**config.mk**
```make
export PLATFORM = sky130hd
export DESIGN_NAME = frame_ctrl_flat
export DESIGN_NICKNAME = d
export VERILOG_FILES = /design/src/rtl/frame_ctrl_pkg.sv /design/src/rtl/frame_ctrl_if.sv /design/src/rtl/frame_bit_counter.sv /design/src/rtl/frame_ctrl.sv /design/src/flat_wrapper.sv
export SDC_FILE = /design/constraint.sdc
export NUM_CORES = 1
export LEC_CHECK = 0
export CORE_MARGIN = 5
export CORE_UTILIZATION = 43
export DETAILED_ROUTE_END_ITERATION = 10
export GPL_TIMING_DRIVEN = 1
export PLACE_DENSITY = 0.77
export SYNTH_ARGS = -nofsm -noshare
export SYNTH_HDL_FRONTEND = slang
export SYNTH_SLANG_ARGS = --single-unit
export TNS_END_PERCENT = 1
```
**constraint.sdc**
```tcl
create_clock -name clk -period 1.76 [get_ports clk]
set_input_delay 0.352 -clock clk [delete_from_list [all_inputs] [get_ports clk]]
set_output_delay 0.352 -clock clk [all_outputs]
set_load 0.005 [all_outputs]
```
**src/rtl/frame_ctrl_pkg.sv**
```systemverilog
// Shared types and defaults for the serial frame controller.
// Optional feature macro: FRAME_CTRL_PARITY_EN (adds the PARITY state).
package frame_ctrl_pkg;

  localparam int unsigned AddrWDefault = 2;
  localparam int unsigned LenWDefault  = 4;

  // Number of output channels addressed by an addr_w-bit field.
  function automatic int unsigned num_ch(input int unsigned addr_w);
    return 32'd1 << addr_w;
  endfunction

  function automatic int unsigned max_w(input int unsigned a, input int unsigned b);
    return (a > b) ? a : b;
  endfunction

  typedef enum logic [2:0] {
    StIdle,
    StAddr,
    StLen,
    StPayload,
`ifdef FRAME_CTRL_PARITY_EN
    StParity,
`endif
    StDone
  } state_e;

endpackage

```
**src/rtl/frame_ctrl_if.sv**
```systemverilog
// Handshake/bus bundle between the frame controller, the pattern detector and the sinks.
// parity_err exists only when FRAME_CTRL_PARITY_EN is defined.
interface frame_ctrl_if
  import frame_ctrl_pkg::*;
#(
  parameter int unsigned ADDR_W = AddrWDefault
);
  localparam int unsigned NUM_CH = num_ch(ADDR_W);

  logic              serial_in;
  logic              start;
  logic              busy;
  logic [ADDR_W-1:0] addr;
  logic              data_out;
  logic [NUM_CH-1:0] valid;
  logic              done;
  logic              get_back;
`ifdef FRAME_CTRL_PARITY_EN
  logic              parity_err;
`endif

  // Detector / stimulus side
  modport master (
    output serial_in, start,
    input  busy, addr, data_out, valid, done, get_back
`ifdef FRAME_CTRL_PARITY_EN
    , input parity_err
`endif
  );

  // Frame controller side
  modport slave (
    input  serial_in, start,
    output busy, addr, data_out, valid, done, get_back
`ifdef FRAME_CTRL_PARITY_EN
    , output parity_err
`endif
  );

endinterface

```
**src/rtl/frame_bit_counter.sv**
```systemverilog
// Loadable down-counter with a terminal-count flag (count == 1).
// Shared by the address, length and payload phases of frame_ctrl.
module frame_bit_counter #(
  parameter int unsigned Width = 4
) (
  input  logic             clk,
  input  logic             rst_n,
  input  logic             load_i,
  input  logic [Width-1:0] load_val_i,
  input  logic             dec_i,
  output logic             tc_o
);

  logic [Width-1:0] count_q, count_d;

  // Load has priority; decrement saturates at zero so the count never wraps.
  always_comb begin
    count_d = count_q;
    if (load_i) begin
      count_d = load_val_i;
    end else if (dec_i && (count_q != '0)) begin
      count_d = count_q - 1'b1;
    end
  end

  // Counter state register.
  always_ff @(posedge clk or negedge rst_n) begin
    if (!rst_n) begin
      count_q <= '0;
    end else begin
      count_q <= count_d;
    end
  end

  assign tc_o = (count_q == Width'(1));

endmodule

```
**src/rtl/frame_ctrl.sv**
```systemverilog
// Serial frame controller: after a detector wake pulse it shifts in an address and a length
// field (MSB first), then routes the payload bits to the addressed channel, one per cycle.
// Define FRAME_CTRL_PARITY_EN to add an even-parity bit after the payload and a sticky
// parity_err output.
module frame_ctrl
  import frame_ctrl_pkg::*;
#(
  parameter int unsigned ADDR_W = AddrWDefault,
  parameter int unsigned LEN_W  = LenWDefault
) (
  input logic         clk,
  input logic         rst_n,
  frame_ctrl_if.slave bus
);

  localparam int unsigned NUM_CH = num_ch(ADDR_W);
  localparam int unsigned CNT_W  = max_w(ADDR_W, LEN_W);

`ifdef FRAME_CTRL_PARITY_EN
  localparam state_e StAfterData = StParity;
`else
  localparam state_e StAfterData = StDone;
`endif

  state_e            state_q, state_d;
  logic [ADDR_W-1:0] addr_q;
  logic [LEN_W-1:0]  len_q;
  logic              data_q;
  logic [NUM_CH-1:0] valid_q;
  logic              done_q;
  logic              busy_q;
`ifdef FRAME_CTRL_PARITY_EN
  logic              par_q;
  logic              parity_err_q;
`endif

  logic              cnt_load;
  logic              cnt_dec;
  logic [CNT_W-1:0]  cnt_load_val;
  logic              cnt_tc;

  logic [ADDR_W-1:0] addr_shift;
  logic [LEN_W-1:0]  len_shift;

  // Field values including the bit currently on the line; the oldest bit falls off the top.
  assign addr_shift = ADDR_W'({addr_q, bus.serial_in});
  assign len_shift  = LEN_W'({len_q, bus.serial_in});

  frame_bit_counter #(
    .Width (CNT_W)
  ) u_bit_counter (
    .clk        (clk),
    .rst_n      (rst_n),
    .load_i     (cnt_load),
    .load_val_i (cnt_load_val),
    .dec_i      (cnt_dec),
    .tc_o       (cnt_tc)
  );

  // Next-state and bit-counter control.
  always_comb begin
    state_d      = state_q;
    cnt_load     = 1'b0;
    cnt_dec      = 1'b0;
    cnt_load_val = '0;
    unique case (state_q)
      StIdle: begin
        if (bus.start) begin
          state_d      = StAddr;
          cnt_load     = 1'b1;
          cnt_load_val = CNT_W'(ADDR_W);
        end
      end
      StAddr: begin
        if (cnt_tc) begin
          state_d      = StLen;
          cnt_load     = 1'b1;
          cnt_load_val = CNT_W'(LEN_W);
        end else begin
          cnt_dec = 1'b1;
        end
      end
      StLen: begin
        if (cnt_tc) begin
          if (len_shift == '0) begin
            state_d = StAfterData;
          end else begin
            state_d      = StPayload;
            cnt_load     = 1'b1;
            cnt_load_val = CNT_W'(len_shift);
          end
        end else begin
          cnt_dec = 1'b1;
        end
      end
      StPayload: begin
        if (cnt_tc) begin
          state_d = StAfterData;
        end else begin
          cnt_dec = 1'b1;
        end
      end
`ifdef FRAME_CTRL_PARITY_EN
      StParity: state_d = StDone;
`endif
      StDone:   state_d = StIdle;
      default:  state_d = StIdle;
    endcase
  end

  // State plus registered outputs; done/busy are derived from the state being entered.
  always_ff @(posedge clk or negedge rst_n) begin
    if (!rst_n) begin
      state_q      <= StIdle;
      addr_q       <= '0;
      len_q        <= '0;
      data_q       <= 1'b0;
      valid_q      <= '0;
      done_q       <= 1'b0;
      busy_q       <= 1'b0;
`ifdef FRAME_CTRL_PARITY_EN
      par_q        <= 1'b0;
      parity_err_q <= 1'b0;
`endif
    end else begin
      state_q <= state_d;
      busy_q  <= (state_d != StIdle);
      done_q  <= (state_d == StDone);
      valid_q <= '0;
`ifdef FRAME_CTRL_PARITY_EN
      if ((state_q == StIdle) && bus.start) begin
        par_q        <= 1'b0;
        parity_err_q <= 1'b0;
      end
      if ((state_q == StParity) && (par_q ^ bus.serial_in)) begin
        parity_err_q <= 1'b1;
      end
`endif
      if (state_q == StAddr) begin
        addr_q <= addr_shift;
      end
      if (state_q == StLen) begin
        len_q <= len_shift;
      end
      if (state_q == StPayload) begin
        data_q  <= bus.serial_in;
        valid_q <= NUM_CH'(1) << addr_q;
`ifdef FRAME_CTRL_PARITY_EN
        par_q   <= par_q ^ bus.serial_in;
`endif
      end
    end
  end

  assign bus.busy       = busy_q;
  assign bus.addr       = addr_q;
  assign bus.data_out   = data_q;
  assign bus.valid      = valid_q;
  assign bus.done       = done_q;
  assign bus.get_back   = done_q;
`ifdef FRAME_CTRL_PARITY_EN
  assign bus.parity_err = parity_err_q;
`endif

endmodule
```
**src/flat_wrapper.sv**
```systemverilog
// flat-port wrapper written by rule: the top's interface ports become plain ports
module frame_ctrl_flat import frame_ctrl_pkg::*;
#(
  parameter int unsigned ADDR_W = AddrWDefault,
  parameter int unsigned LEN_W  = LenWDefault
)
  (clk, rst_n, bus_serial_in, bus_start, bus_busy, bus_addr, bus_data_out, bus_valid, bus_done, bus_get_back);
  frame_ctrl_if #(.ADDR_W(ADDR_W)) bus_i ();
  input logic clk;
  input logic rst_n;
  input wire logic [$bits(bus_i.serial_in)-1:0] bus_serial_in;
  input wire logic [$bits(bus_i.start)-1:0] bus_start;
  output wire logic [$bits(bus_i.busy)-1:0] bus_busy;
  output wire logic [$bits(bus_i.addr)-1:0] bus_addr;
  output wire logic [$bits(bus_i.data_out)-1:0] bus_data_out;
  output wire logic [$bits(bus_i.valid)-1:0] bus_valid;
  output wire logic [$bits(bus_i.done)-1:0] bus_done;
  output wire logic [$bits(bus_i.get_back)-1:0] bus_get_back;
  assign bus_i.serial_in = bus_serial_in;
  assign bus_i.start = bus_start;
  assign bus_busy = bus_i.busy;
  assign bus_addr = bus_i.addr;
  assign bus_data_out = bus_i.data_out;
  assign bus_valid = bus_i.valid;
  assign bus_done = bus_i.done;
  assign bus_get_back = bus_i.get_back;
  frame_ctrl #(.ADDR_W(ADDR_W), .LEN_W(LEN_W)) u_core (.clk(clk), .rst_n(rst_n), .bus(bus_i));
endmodule
```
==> impl_metrics.tcl <==
set metrics [dict create \
    synth_top_area_share_pct 52.8 \
    slew_violations 0 \
    synth_nets 89 \
    worstMarginPinSlew_ps 417 \
    drc 0 \
    synth_top_area_cell "dfrtp_1" \
    routabilityCongestion 0.813 \
    critPathKind "reg2reg" \
    synth_area_um2 901 \
    dp_hpwl_um 1390 \
    grt_start_max_net_pins 20 \
    nets 118 \
    multi_input_area_um2 434 \
    cp_max_fo 4 \
    max_freq_mhz 555 \
    period_share_pct 102 \
    vias_per_cell 5.25 \
    ys_warn_count 0 \
    grt_pass1_vias 744 \
    clk-insertion-delay-late_ps 310 \
    yosysSeqAreaShare_pct 52.8 \
    cts-buffers-inserted 3 \
    wl_um 1930 \
    synth_area_leaders "dfrtp_1 (53%), mux2_2 (7.5%), nand2_1 (3.3%), nor2_1 (2.9%), ha_1 (2.8%)" \
    diodes 0 \
    dieArea_um2 3110 \
    coreArea_um2 1980 \
    root_buffer "clkbuf_4" \
    drv_cap 0 \
    power_mw 2.21 \
    vdd_drop_max_mv 1.06 \
    placedInstanceArea_um2 1130 \
    dr.pass1.iters 4 \
    cts.clk_slew.worst_paths_ps 110 \
    antenna_left 0 \
    fin_cells 138 \
    outcome "complete, but fails checks" \
    synth.distinct_cells 33 \
    p_per_area_nw_per_um2 1800 \
    antenna_found_initial 0 \
    hold_buffers 0 \
    violations "setup timing" \
    port_buffers 13 \
    io-pin-count 14 \
    cts_tree "yes" \
    synth_cells 83 \
    dieWidth_um 55.8 \
    finalClockSkew_ps 6.76 \
    grt_pass1_wl_um 3280 \
    hold_path_class "in2async" \
    worstSetupStartpointType "flop" \
    ff_latch_area_um2 475 \
    num_vias 724 \
    finalWorstSetupSlack_ps -41.1 \
    wire_per_inst_um 14.0 \
    die_h_um 55.8 \
    setup_viol 4 \
    placedCellCount 130 \
    rsz0062_at_grt "true" \
    max_slew_margin_pct 71.9 \
    area_delta_synth_final_pct 36.4 \
    timing.hold.ws_ps 354 \
    finalHoldViolCount 0 \
    grt-ovfl-total 0 \
    avgSynthCellArea_um2 10.9 \
    initialDrtViolationCount 19 \
    period_needed_ps 1800 \
    grt_use_total_pct 13.3 \
    nFillCells 149 \
    cts.sinks 19 \
    endpoint_kind "flop" \
    htreeDepth 1 \
    drive_above_1_share_pct 32.4 \
    clock_path_buffers 2 \
    num_rows 16 \
    initial_core_util_pct 45.5 \
    arrival_ps 1990 \
    synth_seq_cells 19 \
    fin_area_um2 1230 \
    crit_required_ps 1950 \
    p_leak_nw 0.529 \
]
[kinds of logic (layout without fill, tap and decap cells)]
family / Yosys count / count (layout) / share of synthesized area [%]
fa+ha+maj: 2 / 2 / 2.78
flops: 19 / 19 / 52.8
compound gates: 16 / 16 / 13.5
mux: 6 / 6 / 7.50
xor+xnor: 1 / 1 / 0.972
simple gates: 31 / 31 / 18.3
buf+inv: 8 / 36 / 4.17
[placed cells by master, fill, tap and decap left out, types with 2 or more instances in the layout]
cell type | netlist | routed
a21oi_1 | 2 | 2
buf_4 | 1 | 15
clkbuf_4 | 0 | 3
clkdlybuf4s50_1 | 0 | 13
dfrtp_1 | 19 | 19
inv_1 | 4 | 3
mux2_2 | 6 | 6
nand2_1 | 8 | 8
nor2_1 | 7 | 7
nor3_1 | 4 | 4
nor3b_1 | 2 | 2
nor4_1 | 2 | 2
o21ai_0 | 3 | 2
[registers in the layout, summed over array words and instances, names as in the netlist]
signal                        cells
u_core.bus.data_out               1
u_core.len_q                      3
u_core.u_bit_counter.count_q      4
u_core.bus.valid                  4
u_core.state_q                    3
u_core.bus.busy                   1
u_core.bus.addr                   2
u_core.bus.done                   1
[worst max-delay path, cell delays in order, from the launching register on]
cell	delay [ps]
dfrtp_1	410
inv_2	80
ha_4	130
nor3b_4	190
or4b_4	490
a31oi_4	250
o31ai_1	110
[cell type report]
cell class	instances	share of cell area, %
repair buffers	28	19.8
well taps	27	2.75
clock buffers	3	1.83
inverters	4	1.22
clock inverters	1	0.407
flip-flops and latches	19	38.7
multi-input cells	56	35.3
[power breakdown]
part	total, mW	internal, mW	leakage, nW	switching (mW)
registers	0.785	0.620	0.233	0.166
logic	1.20	0.701	0.279	0.500
clock network	0.224	0.0850	0.0177	0.139
[final timing paths]
kind                                                             start                                          end  slack, ps  cells past startpoint
max                        u_core.u_bit_counter.count_q[1]$_DFFE_PN0P_  u_core.u_bit_counter.count_q[3]$_DFFE_PN0P_        -40                      6
min                                                              rst_n  u_core.u_bit_counter.count_q[1]$_DFFE_PN0P_        350                      2
max reg2reg                u_core.u_bit_counter.count_q[1]$_DFFE_PN0P_  u_core.u_bit_counter.count_q[3]$_DFFE_PN0P_        -40                      6
min reg2reg                             u_core.bus.addr[1]$_DFFE_PN0N_                u_core.bus.valid[1]$_DFF_PN0_        520                      1
max in group asynchronous                                        rst_n              u_core.bus.data_out$_DFFE_PN0N_       1200                      2
min in group clk                        u_core.bus.addr[1]$_DFFE_PN0N_                u_core.bus.valid[1]$_DFF_PN0_        520                      1
[repair_timing]
action                                  in CTS  in global routing
resized for setup                            3                  5
endpoints found under the setup margin       4                  4
setup buffers                                1                  3
pin swaps                                    0                  4
[metrics by stage]
stage               setup WS, ps  setup TNS (ps)  util, %
finish                     -41.1            -116     62.0
global route                -112            -409     62.0
CTS                        -18.3           -45.7     59.8
detailed placement          -164            -539     57.2
global placement           -89.3            -319     57.2
floorplan                   4.35               0        -
[cells in the mapped netlist (all sizes together)]
library cell,count
clkbuf,1
a32oi,1
o311a,1
or4b,1
dfrtp,19
o31ai,1
mux2,6
a21oi,2
buf,3
nand3b,1
and3,1
nor3,4
o21ai,3
a221oi,1
or2,1
nor4,2
nand3,1
a211oi,2
nor3b,3
inv,4
xnor2,1
a21o,2
nor2,7
ha,2
a211o,1
a31oi,1
o311ai,1
nand2,8
and2,2
[per-layer routing]
metal / track usage (%) / wire (um) / vias to the layer above
met5: 0 / 0 / -
met4: 6.25 / 77 / 0
met3: 2.78 / 85 / 11
met2: 23.0 / 884 / 22
met1: 15.7 / 884 / 334
li1: - / - / 357
No activity file was read; power rests on OpenSTA's default activity.
